File: src/rtl/gesture_cmd_scheduler_if.sv
// Command handshake between the gesture scheduler (master) and the servo
// command path (slave).
interface gesture_cmd_scheduler_if;
    logic       cmd_valid;
    logic       cmd_ready;
    logic [2:0] cmd_code;

    modport master (output cmd_valid, output cmd_code, input cmd_ready);
    modport slave  (input cmd_valid, input cmd_code, output cmd_ready);
endinterface

File: src/rtl/gesture_cmd_scheduler.sv
// Debounces per-frame finger counts and issues each new stable gesture once,
// then holds off for a number of frames. Define GESTURE_WATCHDOG_EN for the HOME watchdog.
module gesture_cmd_scheduler #(
    parameter int STABLE_FRAMES  = 4,
    parameter int HOLDOFF_FRAMES = 8,
    parameter int TIMEOUT_CYCLES = 5_000_000
) (
    input  logic                            clk,
    input  logic                            rst_n,
    input  logic                            enable,
    input  logic                            count_valid,
    input  logic [2:0]                      finger_count,
    input  logic                            hand_detected,
    gesture_cmd_scheduler_if.master         cmd,
    output logic                            busy,
    output logic                            timeout_flag
);
    localparam int RW = $clog2(STABLE_FRAMES + 1);
    localparam int HW = (HOLDOFF_FRAMES > 0) ? $clog2(HOLDOFF_FRAMES + 1) : 1;
    localparam logic [2:0] HOME = 3'd7;

    typedef enum logic [1:0] {S_IDLE, S_TRACK, S_ISSUE, S_HOLDOFF} state_t;

    state_t        state_q, state_d;
    logic [2:0]    cand_q, cand_d;
    logic [RW-1:0] run_cnt_q, run_cnt_d;
    logic [2:0]    last_cmd_q, last_cmd_d;
    logic [HW-1:0] hold_cnt_q, hold_cnt_d;
    logic          cmd_valid_q, cmd_valid_d;
    logic [2:0]    cmd_code_q, cmd_code_d;
    logic [2:0]    samp;
    logic [RW-1:0] run_inc;

`ifdef GESTURE_WATCHDOG_EN
    localparam int WW = $clog2(TIMEOUT_CYCLES + 1);
    logic [WW-1:0] wd_cnt_q, wd_cnt_d;
    logic          timeout_flag_q, timeout_flag_d;
`endif

    assign samp    = !hand_detected ? HOME : ((finger_count > 3'd5) ? 3'd5 : finger_count);
    assign run_inc = (run_cnt_q == RW'(STABLE_FRAMES)) ? run_cnt_q : run_cnt_q + RW'(1);

    always_comb begin
        state_d     = state_q;
        cand_d      = cand_q;
        run_cnt_d   = run_cnt_q;
        last_cmd_d  = last_cmd_q;
        hold_cnt_d  = hold_cnt_q;
        cmd_valid_d = cmd_valid_q;
        cmd_code_d  = cmd_code_q;

        case (state_q)
            S_IDLE: begin
                if (enable) state_d = S_TRACK;
            end
            S_TRACK: begin
                if (!enable) begin
                    state_d = S_IDLE;
                end else if (count_valid) begin
                    cand_d    = samp;
                    run_cnt_d = (samp == cand_q) ? run_inc : RW'(1);
                    if (run_cnt_d == RW'(STABLE_FRAMES) && samp != last_cmd_q) begin
                        state_d     = S_ISSUE;
                        cmd_valid_d = 1'b1;
                        cmd_code_d  = samp;
                    end
                end
            end
            S_ISSUE: begin
                // enable is only honoured once the offered command is accepted
                if (cmd.cmd_ready) begin
                    cmd_valid_d = 1'b0;
                    last_cmd_d  = cmd_code_q;
                    run_cnt_d   = '0;
                    if (!enable) begin
                        state_d = S_IDLE;
                    end else if (HOLDOFF_FRAMES == 0) begin
                        state_d = S_TRACK;
                    end else begin
                        state_d    = S_HOLDOFF;
                        hold_cnt_d = HW'(HOLDOFF_FRAMES);
                    end
                end
            end
            S_HOLDOFF: begin
                if (!enable) begin
                    state_d = S_IDLE;
                end else if (count_valid) begin
                    hold_cnt_d = hold_cnt_q - HW'(1);
                    if (hold_cnt_q == HW'(1)) state_d = S_TRACK;
                end
            end
            default: state_d = S_IDLE;
        endcase

`ifdef GESTURE_WATCHDOG_EN
        wd_cnt_d       = wd_cnt_q;
        timeout_flag_d = timeout_flag_q;
        if (count_valid) timeout_flag_d = 1'b0;
        // a count_valid in the trip cycle takes priority and just clears the counter
        if (enable && (state_q == S_TRACK || state_q == S_HOLDOFF)) begin
            if (count_valid) begin
                wd_cnt_d = '0;
            end else if (wd_cnt_q == WW'(TIMEOUT_CYCLES - 1)) begin
                wd_cnt_d       = '0;
                timeout_flag_d = 1'b1;
                run_cnt_d      = '0;
                if (last_cmd_q != HOME) begin
                    state_d     = S_ISSUE;
                    cmd_valid_d = 1'b1;
                    cmd_code_d  = HOME;
                end else begin
                    state_d = S_TRACK;
                end
            end else begin
                wd_cnt_d = wd_cnt_q + WW'(1);
            end
        end else begin
            wd_cnt_d = '0;
        end
`endif

        if (state_d == S_IDLE) run_cnt_d = '0;
    end

    always_ff @(posedge clk) begin
        if (!rst_n) begin
            state_q     <= S_IDLE;
            cand_q      <= HOME;
            run_cnt_q   <= '0;
            last_cmd_q  <= HOME;
            hold_cnt_q  <= '0;
            cmd_valid_q <= 1'b0;
            cmd_code_q  <= HOME;
        end else begin
            state_q     <= state_d;
            cand_q      <= cand_d;
            run_cnt_q   <= run_cnt_d;
            last_cmd_q  <= last_cmd_d;
            hold_cnt_q  <= hold_cnt_d;
            cmd_valid_q <= cmd_valid_d;
            cmd_code_q  <= cmd_code_d;
        end
    end

`ifdef GESTURE_WATCHDOG_EN
    always_ff @(posedge clk) begin
        if (!rst_n) begin
            wd_cnt_q       <= '0;
            timeout_flag_q <= 1'b0;
        end else begin
            wd_cnt_q       <= wd_cnt_d;
            timeout_flag_q <= timeout_flag_d;
        end
    end
    assign timeout_flag = timeout_flag_q;
`else
    assign timeout_flag = 1'b0;
`endif

    assign cmd.cmd_valid = cmd_valid_q;
    assign cmd.cmd_code  = cmd_code_q;
    assign busy          = (state_q == S_ISSUE) || (state_q == S_HOLDOFF);
endmodule

File: src/flat_wrapper.sv
// flat-port wrapper written by rule: the top's interface ports become plain ports
module gesture_cmd_scheduler_flat 
#(
    parameter int STABLE_FRAMES  = 4,
    parameter int HOLDOFF_FRAMES = 8,
    parameter int TIMEOUT_CYCLES = 5_000_000
)
  (clk, rst_n, enable, count_valid, finger_count, hand_detected, busy, timeout_flag, cmd_cmd_valid, cmd_cmd_code, cmd_cmd_ready);
  gesture_cmd_scheduler_if cmd_i ();
  input  logic clk;
  input  logic rst_n;
  input  logic enable;
  input  logic count_valid;
  input  logic [2:0] finger_count;
  input  logic hand_detected;
  output logic busy;
  output logic timeout_flag;
  output wire logic [$bits(cmd_i.cmd_valid)-1:0] cmd_cmd_valid;
  output wire logic [$bits(cmd_i.cmd_code)-1:0] cmd_cmd_code;
  input wire logic [$bits(cmd_i.cmd_ready)-1:0] cmd_cmd_ready;
  assign cmd_cmd_valid = cmd_i.cmd_valid;
  assign cmd_cmd_code = cmd_i.cmd_code;
  assign cmd_i.cmd_ready = cmd_cmd_ready;
  gesture_cmd_scheduler #(.STABLE_FRAMES(STABLE_FRAMES), .HOLDOFF_FRAMES(HOLDOFF_FRAMES), .TIMEOUT_CYCLES(TIMEOUT_CYCLES)) u_core (.clk(clk), .rst_n(rst_n), .enable(enable), .count_valid(count_valid), .finger_count(finger_count), .hand_detected(hand_detected), .cmd(cmd_i), .busy(busy), .timeout_flag(timeout_flag));
endmodule
File: config.mk
export PLATFORM = sky130hd
export DESIGN_NAME = gesture_cmd_scheduler_flat
export DESIGN_NICKNAME = d
export VERILOG_FILES = /design/src/rtl/gesture_cmd_scheduler_if.sv /design/src/rtl/gesture_cmd_scheduler.sv /design/src/flat_wrapper.sv
export SDC_FILE = /design/constraint.sdc
export NUM_CORES = 1
export LEC_CHECK = 0
export CAP_MARGIN = 20
export CELL_PAD_IN_SITES_DETAIL_PLACEMENT = 1
export CELL_PAD_IN_SITES_GLOBAL_PLACEMENT = 1
export CORE_MARGIN = 1
export CORE_UTILIZATION = 40
export DETAILED_ROUTE_END_ITERATION = 8
export MAX_ROUTING_LAYER = met4
export PLACE_DENSITY_LB_ADDON = 0.2
export SYNTH_ARGS = -nofsm -noshare
export SYNTH_HDL_FRONTEND = slang
export SYNTH_SLANG_ARGS = --single-unit
File: constraint.sdc
create_clock -name clk -period 3 [get_ports clk]
set_input_delay 0.6 -clock clk [delete_from_list [all_inputs] [get_ports clk]]
set_output_delay 0.6 -clock clk [all_outputs]
set_load 0.005 [all_outputs]
After elaboration in Yosys (flattened, before gate mapping) --
Index checks and enable logic that the tools add are counted.
Storage, ports and cells: register bits after elaboration 19, bits of input ports 9, output and inout port bits 6, logic and storage cells 67
Cells by class: reduce and logical (&&, ||, !) cells 13, eq/ne operators 15, muxes and demuxes 28, add/subtract/negate cells 2, $lt $le $gt $ge 1, bitwise operators 1
Operator list (count):
- 2-to-1 mux 3 bit | 7
- 2-to-1 mux 2 bit | 9
- 2-to-1 mux 4 bit | 4
- inequality test 2 bit (second input constant) | 6
- AND reduction 5 bit | 2
- one-hot mux 2 bit (4 select lines) | 1
- one-hot mux 4 bit (2 select lines) | 1
- AND reduction 4 bit | 2
- equality test 3 bit (second input constant) | 2
- one-hot mux 3 bit (2 select lines) | 1
- equality test 2 bit (second input constant) | 2
- equality test 4 x 1 -> 1 bit (second input constant) | 1
- zero test 2 bit | 2
- 2-to-1 mux 1 bit | 4
- nonzero test 2 bit | 2
- subtractor 4 x 1 -> 4 bit (second input constant) | 1
- adder 3 x 1 -> 3 bit (second input constant) | 1
- equality test 3 bit | 1
- > comparator 3 bit (second input constant) | 1
- inequality test 3 bit | 1
- AND reduction 3 bit | 1
- equality test 2 x 1 -> 1 bit (second input constant) | 1
- inequality test 2 x 1 -> 1 bit (second input constant) | 1
- one-hot mux 1 bit (2 select lines) | 1
- other kinds (5) | 5

Longest topological paths before layout --
Gate-level depths: netlist of the first run.
depth after elaboration 13, depth in mapped cells 8, mapped depth without buffers 8

Worst setup path after synthesis of the first run --
OpenSTA, ideal clock, no wires.
path type in2reg, start point in finger_count[2], end point reg u_core.run_cnt_q[0], setup time 0.103 ns, required time 2.897 ns, slack 0.866 ns, path buffers 1, arrival time 2.030 ns, stages 6, cells stage by stage buf_2 o41a_1 a211oi_4 and3_4 a221oi_2 a2111oi_2
On the way: longest elaborated chain between the ends 13, elaborated cells between the ends (all ways) 17, classes of those cells order compare (1); eq/ne (3); mux (10); reduce/logical (3)
RTL lines:
- start: declaration | line flat_wrapper.sv:14 | input logic [2:0] finger_count;
- > comparator 3 bit | line gesture_cmd_scheduler.sv:40 | assign samp = !hand_detected ? HOME : ((finger_count > 3'd5) ? 3'd5 : finger_count);
- 2-to-1 mux 3 bit * (2 in a row) | line gesture_cmd_scheduler.sv:40
- equality test 3 bit | line gesture_cmd_scheduler.sv:61 | run_cnt_d = (samp == cand_q) ? run_inc : RW'(1);
- 2-to-1 mux 3 bit | line gesture_cmd_scheduler.sv:61
- equality test 3 bit | line gesture_cmd_scheduler.sv:62 | if (run_cnt_d == RW'(STABLE_FRAMES) && samp != last_cmd_q) begin
- logical AND 1 bit | line gesture_cmd_scheduler.sv:62
- 2-to-1 mux 2 bit | line gesture_cmd_scheduler.sv:62
- 2-to-1 mux 2 bit | line gesture_cmd_scheduler.sv:59 | end else if (count_valid) begin
- 2-to-1 mux 2 bit | line gesture_cmd_scheduler.sv:57 | if (!enable) begin
- one-hot mux 2 bit (4 select lines) | line gesture_cmd_scheduler.sv:52 | case (state_q)
- zero test 2 bit | line gesture_cmd_scheduler.sv:123 | if (state_d == S_IDLE) run_cnt_d = '0;
- OR reduction 2 bit (no line)
- end signal: assignment | line gesture_cmd_scheduler.sv:138 | run_cnt_q <= run_cnt_d;
- end: declaration | line gesture_cmd_scheduler.sv:26 | logic [RW-1:0] run_cnt_q, run_cnt_d;
Mark *: on every way between the ends. The rest lies on a longest branch, timed or not. The select of a mux whose other input is x is not followed. A chain may end at the register's enable or synchronous reset.

Final worst setup path of the first run --
start point in finger_count[2], end point reg u_core.run_cnt_q[2]
Same word-level chain as after synthesis.

==> results of run 1 <==
[per-stage QoR]
step	cell area [µm²]	setup slack [ns]	util [%]	hold slack (ns)	total power, W
3_3_place_gp	1313	0.1631	47.60	0.4753	0.0003188
6_report	1340	0.4214	48.59	0.4903	0.0004438
3_5_place_dp	1313	0.09330	47.60	0.4762	0.0003203
2_1_floorplan	1167	0.8662	-	0.4508	0.0002987
5_1_grt	1340	0.2903	48.59	0.5174	0.0004694
4_1_cts	1340	0.4233	48.59	0.4973	0.0004519
[logic make-up (layout without fill, tap and decap cells)]
group	after synthesis	in the layout
xor+xnor	1	1
other cells	1	1
fa+ha+maj	4	4
mux	9	9
compound gates	35	35
flops	19	19
buf+inv	16	28
simple gates	52	52
[worst paths after layout]
| check | from | to | slack [ns] | cells past startpoint |
|---|---|---|---|---|
| setup / recovery | finger_count[2] | u_core.run_cnt_q[2] | 0.42 | 7 |
| hold / removal | u_core.cmd.cmd_valid | u_core.cmd.cmd_valid | 0.49 | 2 |
| setup reg to reg | u_core.run_cnt_q[0] | u_core.run_cnt_q[2] | 0.58 | 8 |
| hold reg to reg | u_core.cmd.cmd_valid | u_core.cmd.cmd_valid | 0.49 | 2 |
[worst max-delay path, delay by kind of cell]
| kind | cells | cell delay, ns |
|---|---|---|
| AOI/OAI and AO/OA | 3 | 1.05 |
| buffers and inverters | 1 | 0.55 |
| and+or+nand+nor | 3 | 0.55 |
[routing by layer]
metal  vias up  GRT usage [%]  part of all wire, %
li1        514              -                    -
met1       520          26.55                   51
met2         6          33.33                   47
met3         2          2.791                  1.2
met4         0          6.272                 0.69
met5         -              -                    0
[sequential cells by signal (all words and copies together), names as in the netlist]
name / count
u_core.state_q: 2
u_core.last_cmd_q: 3
u_core.cmd.cmd_code: 3
u_core.cmd.cmd_valid: 1
u_core.run_cnt_q: 3
u_core.hold_cnt_q: 4
u_core.cand_q: 3
[power groups by stage]
| stage | registers [W] | clock network, W | logic, W |
|---|---|---|---|
| final | 0.000257 | 0.000129 | 0.0000574 |
| after global placement | 0.000263 | 0 | 0.0000559 |
| after CTS | 0.000257 | 0.000137 | 0.0000576 |
| after detailed placement | 0.000263 | 0 | 0.0000573 |
| after global routing | 0.000258 | 0.000149 | 0.0000625 |
| after floorplan | 0.000261 | 0 | 0.0000377 |
[placed cells by master, fill, tap and decap left out, types with 3 or more instances in the layout]
| cell | n |
|---|---|
| dfxtp_1 | 19 |
| nand2_1 | 16 |
| clkdlybuf4s50_1 | 13 |
| a21oi_1 | 11 |
| nor2_1 | 9 |
| inv_1 | 8 |
| mux2i_1 | 8 |
| nand2b_1 | 5 |
| ha_1 | 4 |
| nand4_1 | 3 |
| o21a_1 | 3 |
| nor3_1 | 3 |
| o211ai_1 | 3 |
| clkbuf_4 | 3 |
[area by class of cell]
class | instances | area share [%]
Inverter | 9 | 2.708
Clock buffer | 3 | 1.681
Sequential cell | 19 | 28.38
Multi-Input combinational cell | 102 | 53.13
Timing Repair Buffer | 15 | 10.83
Clock inverter | 1 | 0.3735
Tap cell | 31 | 2.894
==> flow_summary.yaml, run 1 <==
floorplan:
  core_region_area_um2: 2758
  ios: 15
  die_x_um: 56.02
  fp.dieH_um: 56.02
  start_util_pct: 42.33
  dieArea_um2: 3138
  placementRows: 19
clock_tree:
  cts-resized-gates: 0
  cts_tree: "done"
  clock_latency_ns: 0.29
  cts_root_buf: "clkbuf_4"
  htreeDepth: 1
  cts.clk_slew.worst_paths_ns: 0.11
  clock_sinks: 19
  cts_setup_buffers: 0
  cts_hold_buf: 0
  cts_buffer_depth: 2
  cts_buffers: 3
timing:
  finalCritPeriodShare_pct: 85.95
  hold_viol: 0
  finalSetupViolations: 0
  fmax_ghz: 0.3878
  rsz0062_at_grt: "false"
  min_period_ns: 2.579
  finClkSkew_ns: 0.003261
  final-max-slew-violation-count: 0
  finalSetupTns_ns: 0
final_layout:
  antenna_cells: 0
  synthToLayoutAreaGrowth_pct: 14.79
  regArea_um2: 380.4
  nets: 163
  drive_gt1_share_pct: 10.07
  stdcell_count: 180
  nFillCells: 327
  multi_input_area_um2: 711.9
global_route:
  grt_pass1_vias: 1078
  grt-ovfl-total: 0
  antenna_found_initial: 0
  grt_pass1_wl_um: 4968
  grt_max_degree: 13
  grt_usage_pct: 20.52
logic_synthesis:
  synth_area_um2: 1167
  synthSimpleGateAreaFrac_pct: 23.69
  ys_seq_area_share_pct: 32.58
  yosys_warnings: 0
  yosys-top-cells-count: "19 x dfxtp_1, 16 x nand2_1, 11 x a21oi_1"
  synth_compound_area_share_pct: 24.12
  synth_fa_ha_area_share_pct: 4.287
  synth-async-reset-ratio_pct: 0
  yosysTopAreaCellShare_pct: 32.58
  synth_top_flop_cell: "dfxtp_1"
  synth_fp_nets: 150
  ys_types: 46
  synth-seq-cells: 19
  synthMuxAreaShare_pct: 7.824
  synth.most_common_cell: "dfxtp_1"
  synth_xor_xnor_area_share_pct: 0.7503
  syn_avg_cell_area_um2: 8.521
  yosysTopAreaCell: "dfxtp_1"
  synth_edf_count: 0
  synth_cells: 137
  synth.area.top_cells: "dfxtp_1 33%, mux2i_1 6.9%, nand2_1 5.1%"
  synth_top_family_by_area: "compound AO/OA/AOI/OAI gates"
setup_path:
  required_ns: 3.18
  crit_path_max_incr_delay_ns: 0.55
  cp_cell_sequence: "clkdlybuf4s50_1 > nand2b_1 > a2111oi_0 > o32ai_1 > and2_2 > a221oi_2 > nor3_1"
  cp-end-kind: "register"
  path_max_fanout: 10
  arrival_ns: 2.76
  criticalPathCategory: "in2reg"
  cp-start-kind: "input pin"
  slowest_stage: "clkdlybuf4s50_1"
place:
  place_hpwl_um: 2186
  routabilityCongestion: 0.7944
  portBuffers: 13
  dp.cells: 176
min_path:
  hold_path_class: "reg2reg"
pwr:
  peakVddDrop_v: 0.0003146
  power_switching_w: 0.0001134
  power_frac_comb_pct: 12.9
  p_leak_nw: 0.5451
  p_seq_share_pct: 58.0
  power.internal_w: 0.0003304
  pwr-share-clk_pct: 29.1
  power.density_nw_per_um2: 331.2
  switching_share_pct: 25.56
routing:
  wire_per_inst_um: 16.12
  drtAntennaViolNets: 0
  firstDrtPassIters: 4
  wl_um: 2902
  num_vias: 1042
  detail_route.vias_per_cell: 5.789
  drt_iter0_markers: 24
  drc: 0
flow_run:
  maxCapViolations: 0
run_status:
  outcome: "complete, no violations"
No activity file was read; power rests on OpenSTA's default activity.
==> inputs of run 2 (changes only) <==
Settings changed: MAX_ROUTING_LAYER met4 to unset.
==> flow_summary.yaml, run 2 (same netlist as run 1, synthesis figures left out) <==
clock_tree:
  clock_latency_ns: 0.31
  htreeDepth: 1
  cts_hold_buf: 0
  cts_root_buf: "clkbuf_4"
  cts.clk_slew.worst_paths_ns: 0.12
  cts-resized-gates: 0
  cts_tree: "done"
  cts_setup_buffers: 0
  cts_buffers: 3
  clock_sinks: 19
  cts_buffer_depth: 2
setup_path:
  cp-start-kind: "input pin"
  criticalPathCategory: "in2reg"
  critPathBufInv: 1
  crit_path_max_incr_delay_ns: 0.56
  arrival_ns: 2.82
  cp_cell_sequence: "clkdlybuf4s50_1 > nand2b_1 > a2111oi_0 > o32ai_1 > and2_2 > a221oi_2 > nor3_1"
  cp_top_family: "compound AO/OA/AOI/OAI gates"
  r2r_cells: 8
  r2r_start: "u_core.run_cnt_q[0]"
  path_max_fanout: 10
  reg2reg_slack_ns: 0.56
  r2r_end: "u_core.run_cnt_q[2]"
  required_ns: 3.20
  cp-end-kind: "register"
  slowest_stage: "clkdlybuf4s50_1"
routing:
  drc: 0
  wire_per_inst_um: 16.66
  firstDrtPassIters: 4
  num_vias: 1051
  detail_route.vias_per_cell: 5.872
  drt_iter0_markers: 49
  drtAntennaViolNets: 0
  wl_um: 2982
min_path:
  hold_depth: 2
  hold_path_class: "reg2reg"
  hold_end: "u_core.cmd.cmd_valid"
  hp-start: "u_core.cmd.cmd_valid"
place:
  place_hpwl_um: 2239
  routabilityCongestion: 0.7823
  portBuffers: 13
  dp.cells: 175
timing:
  finClkSkew_ns: 0.001140
  fmax_ghz: 0.3813
  finalSetupViolations: 0
  rsz0062_at_grt: "false"
  min_period_ns: 2.622
  final-max-slew-violation-count: 0
  hold_viol: 0
  finalCritPeriodShare_pct: 87.42
  finalSetupTns_ns: 0
final_layout:
  synthToLayoutAreaGrowth_pct: 14.15
  drive_gt1_share_pct: 9.459
  final_common_cell: "dfxtp_1"
  antenna_cells: 0
  stdcell_count: 179
  largest_reg_flops: 4
  largest_register: "u_core.hold_cnt_q"
  nets: 162
  layout_common_cells: "19 x dfxtp_1, 16 x nand2_1, 13 x clkdlybuf4s50_1"
global_route:
  grt_pass1_vias: 1095
  grt_usage_pct: 20.59
  grt-ovfl-total: 0
  grt_max_degree: 13
  antenna_found_initial: 0
  grt_pass1_wl_um: 5085
flow_run:
  maxCapViolations: 0
floorplan:
  die_x_um: 56.02
  core_region_area_um2: 2758
  placementRows: 19
  ios: 15
  dieArea_um2: 3138
  fp.dieH_um: 56.02
  start_util_pct: 42.33
run_status:
  outcome: "complete, no violations"
pwr:
  peakVddDrop_v: 0.0002409
  power.density_nw_per_um2: 339.2
  p_leak_nw: 0.5403
## run 2: area by class of cell
cell class,count,area [µm²]
Tap cell,31,38.79
Fill cell,340,1425
Clock buffer,3,22.52
Sequential cell,19,380.4
Multi-Input combinational cell,102,711.9
Inverter,9,36.28
Timing Repair Buffer,14,137.6
Clock inverter,1,5.005
## run 2: how the worst max path moves through the flow
stage                    start                  end  slack, ns  cells after the start
3_3_place_gp     hand_detected  u_core.run_cnt_q[2]       0.13                      7
5_1_grt        finger_count[2]  u_core.run_cnt_q[1]       0.16                      7
4_1_cts          hand_detected  u_core.run_cnt_q[2]       0.40                      7
3_5_place_dp     hand_detected  u_core.run_cnt_q[2]       0.06                      7
6_report       finger_count[2]  u_core.run_cnt_q[2]       0.38                      7
2_1_floorplan  finger_count[2]  u_core.run_cnt_q[0]       0.87                      6
## run 2: tightest hold or removal path: cells and delay by family, from the launching register on
family | cells | cell delay [ns]
AO/OA/AOI/OAI | 1 | 0.06
AND/OR/NAND/NOR | 1 | 0.06
flip-flops | 1 | 0.34
## run 2: per-layer routing
metal	share of wire, %	vias up	wire length, µm	track usage [%]
li1	-	517	-	-
met1	47	516	1405	27.42
met2	50	13	1481	33.67
met3	1.7	5	52	2.791
met4	1.4	0	42	8.014
met5	0	-	0	0
## run 2: report_power, final
part,switching [W],internal (W),leakage (nW)
clock network,0.0000882,0.0000498,0.0177
logic,0.0000308,0.0000257,0.369
registers,0.00000319,0.000254,0.154
total,0.000122,0.000330,0.540
## run 2: stage by stage
stage          util [%]  cell area (µm²)  power [W]  hold WS (ns)  setup WS [ns]
2_1_floorplan         -             1167  0.0002987        0.4508         0.8662
3_3_place_gp      47.32             1305  0.0003176        0.4728         0.1300
3_5_place_dp      47.32             1305  0.0003193        0.4727        0.06255
4_1_cts           48.32             1333  0.0004599        0.4962         0.3965
5_1_grt           48.32             1333  0.0004735        0.5199         0.1611
6_report          48.32             1333  0.0004520        0.5006         0.3775
==> RTL edit, RTL diff (flow settings as in run 1) <==
`STABLE_FRAMES` is set to 4 in 2 places; all go to 2.
--- a/src/rtl/gesture_cmd_scheduler.sv
+++ b/src/rtl/gesture_cmd_scheduler.sv
@@ -1,7 +1,7 @@
 // Debounces per-frame finger counts and issues each new stable gesture once,
 // then holds off for a number of frames. Define GESTURE_WATCHDOG_EN for the HOME watchdog.
 module gesture_cmd_scheduler #(
-    parameter int STABLE_FRAMES  = 4,
+    parameter int STABLE_FRAMES  = 2,
     parameter int HOLDOFF_FRAMES = 8,
     parameter int TIMEOUT_CYCLES = 5_000_000
 ) (
--- a/src/flat_wrapper.sv
+++ b/src/flat_wrapper.sv
@@ -1,7 +1,7 @@
 // flat-port wrapper written by rule: the top's interface ports become plain ports
 module gesture_cmd_scheduler_flat 
 #(
-    parameter int STABLE_FRAMES  = 4,
+    parameter int STABLE_FRAMES  = 2,
     parameter int HOLDOFF_FRAMES = 8,
     parameter int TIMEOUT_CYCLES = 5_000_000
 )
Behaviour: not the same (Yosys sat finds a counterexample within 4 cycles, from zero or initial values and one cycle with rst_n low).
==> RTL edit against run 1 <==
Cell count decreased by 13%. Setup slack improved by 290 ps. Area after synthesis decreased by 15%. Power decreased by 1.4%. Cell area decreased by 12%. First-iteration DRC count decreased by 71%. Count of clock-buffer cells in the layout increased by 1. Non-clock buffer count decreased by 1. Wire length decreased by 27%. Via count decreased by 21%. Clock skew increased by 3.0 ps. Sequential cell count decreased by 1. Critical path type unchanged. Largest cell class unchanged. Largest power group unchanged.
==> RTL edit: results (changes against run 1) <==
* Count of cell types in the netlist at 37 (was 46)
* Leakage at 0.455 nW (was 0.545 nW)
* Status: completed (unchanged)
* Slew @ Worst Pin at between 700 and 800 ps
* Syn_nets at 127 (was 150)
* Number of global-route vias before repair at 788 (was 1078)
* Vias/cell at 5.27 (was 5.79)
* Longest Clk Path Bufs at 2 (unchanged)
* Crit-path max cell delay at 610 ps (was 550 ps)
* Post-CTS sizing at 0 (unchanged)
* Fin nets at 142 (was 163)
* Pre-CTS setup slack at 405 ps (was 93.3 ps)
* CP Max Fanout at 9 (was 10)
* GRT Total Usage at 18.5% (was 20.5%)
* Worst r2r src: u_core.state_q[0] (was u_core.run_cnt_q[0])
* Fillers at 284 (was 327)
* Final HPWL DP at 1630 um (was 2190 um)
* CP arrival at 2540 ps (was 2760 ps)
* First-pass GRT wire length at 3590 um (was 4970 um)
* Crit path from: hand_detected (was finger_count[2])
* CTS Buf Count at 3 (unchanged)
* Seq/Total Area, Yosys at 36.2% (was 32.6%)
* Largest net degree at the start of global routing at 15 (was 13)
* GP Congestion at 0.740 (was 0.794)
* Placed Instance Area at 0.00115 mm^2 (was 0.00131 mm^2)
* Final min period at 2290 ps (was 2580 ps)
* Top cells by count, synth: dfxtp_1 (18), nand2_1 (18), inv_1 (7) (was dfxtp_1 (19), nand2_1 (16), a21oi_1 (11))
* Initial DRC count at 7 (was 24)
* Slowest CP cell: clkdlybuf4s50_1 (unchanged)
* Top post-synthesis cells by area: dfxtp_1 (36%), nand2_1 (6.8%), mux2i_1 (5.0%), ha_1 (3.8%), a221oi_4 (2.6%) (was dfxtp_1 (33%), mux2i_1 (6.9%), nand2_1 (5.1%), a21oi_1 (4.7%), ha_1 (4.3%))
* Layout cells sized above 1 at 9.30% (was 10.1%)
* Most flops, register: u_core.hold_cnt_q (unchanged)
* Syn-to-layout area delta at 19.1% (was 14.8%)
* Maximum vdd drop at 0.000266 V (was 0.000315 V)
* Buffers added on ports at 13 (unchanged)
* Setup repair bufs after CTS at 0 (unchanged)
* HP Start: u_core.cmd.cmd_valid (unchanged)
* Clk_skew at 6.23 ps (was 3.26 ps)
* Wire length per cell at 13.4 um (was 16.1 um)
RTL edit: final cells by class:
class                           instances  area share, %
Timing Repair Buffer                   14           11.6
Multi-Input combinational cell         86           49.7
Inverter                                7           2.22
Tap cell                               28           2.96
Clock buffer                            4           3.06
Sequential cell                        18           30.4
RTL edit: kinds of logic after synthesis:
kind of cell / synth area share (%)
simple gates: 23.9
compound gates: 22.6
flops: 36.2
buf+inv: 4.53
mux: 5.03
xor+xnor: 3.52
fa+ha+maj: 3.77
other cells: 0.377
RTL edit: power by group:
part           switching (mW)  internal, mW  total [mW]
combinational          0.0236        0.0215      0.0450
clock                  0.0759        0.0739       0.150
sequential            0.00175         0.241       0.243
RTL edit: per-layer routing:
metal  vias up  wire length, um  GRT usage (%)
met3         2               38           2.63
met1       389             1050           23.6
li1        426                -              -
met4         0               17           5.41
met2        11             1000           30.3
met5         -                0              -
RTL edit: per-stage QoR:
stage / total power [mW] / instances
3_3_place_gp: 0.292 / 153
5_1_grt: 0.457 / 157
4_1_cts: 0.442 / 157
2_1_floorplan: 0.273 / 115
3_5_place_dp: 0.293 / 153
6_report: 0.437 / 157
RTL edit: worst paths after layout:
kind / end / slack (ps) / cells after the start
hold reg to reg: u_core.cmd.cmd_valid / 480 / 2
hold / removal: u_core.cmd.cmd_valid / 480 / 2
setup reg to reg: u_core.run_cnt_q[1] / 1190 / 6
setup / recovery: u_core.run_cnt_q[1] / 710 / 7
RTL edit: worst max-delay path: cells and delay by family:
family          cells  cell delay [ps]
compound gates      3              660
simple gates        3              660
buf+inv             1              610
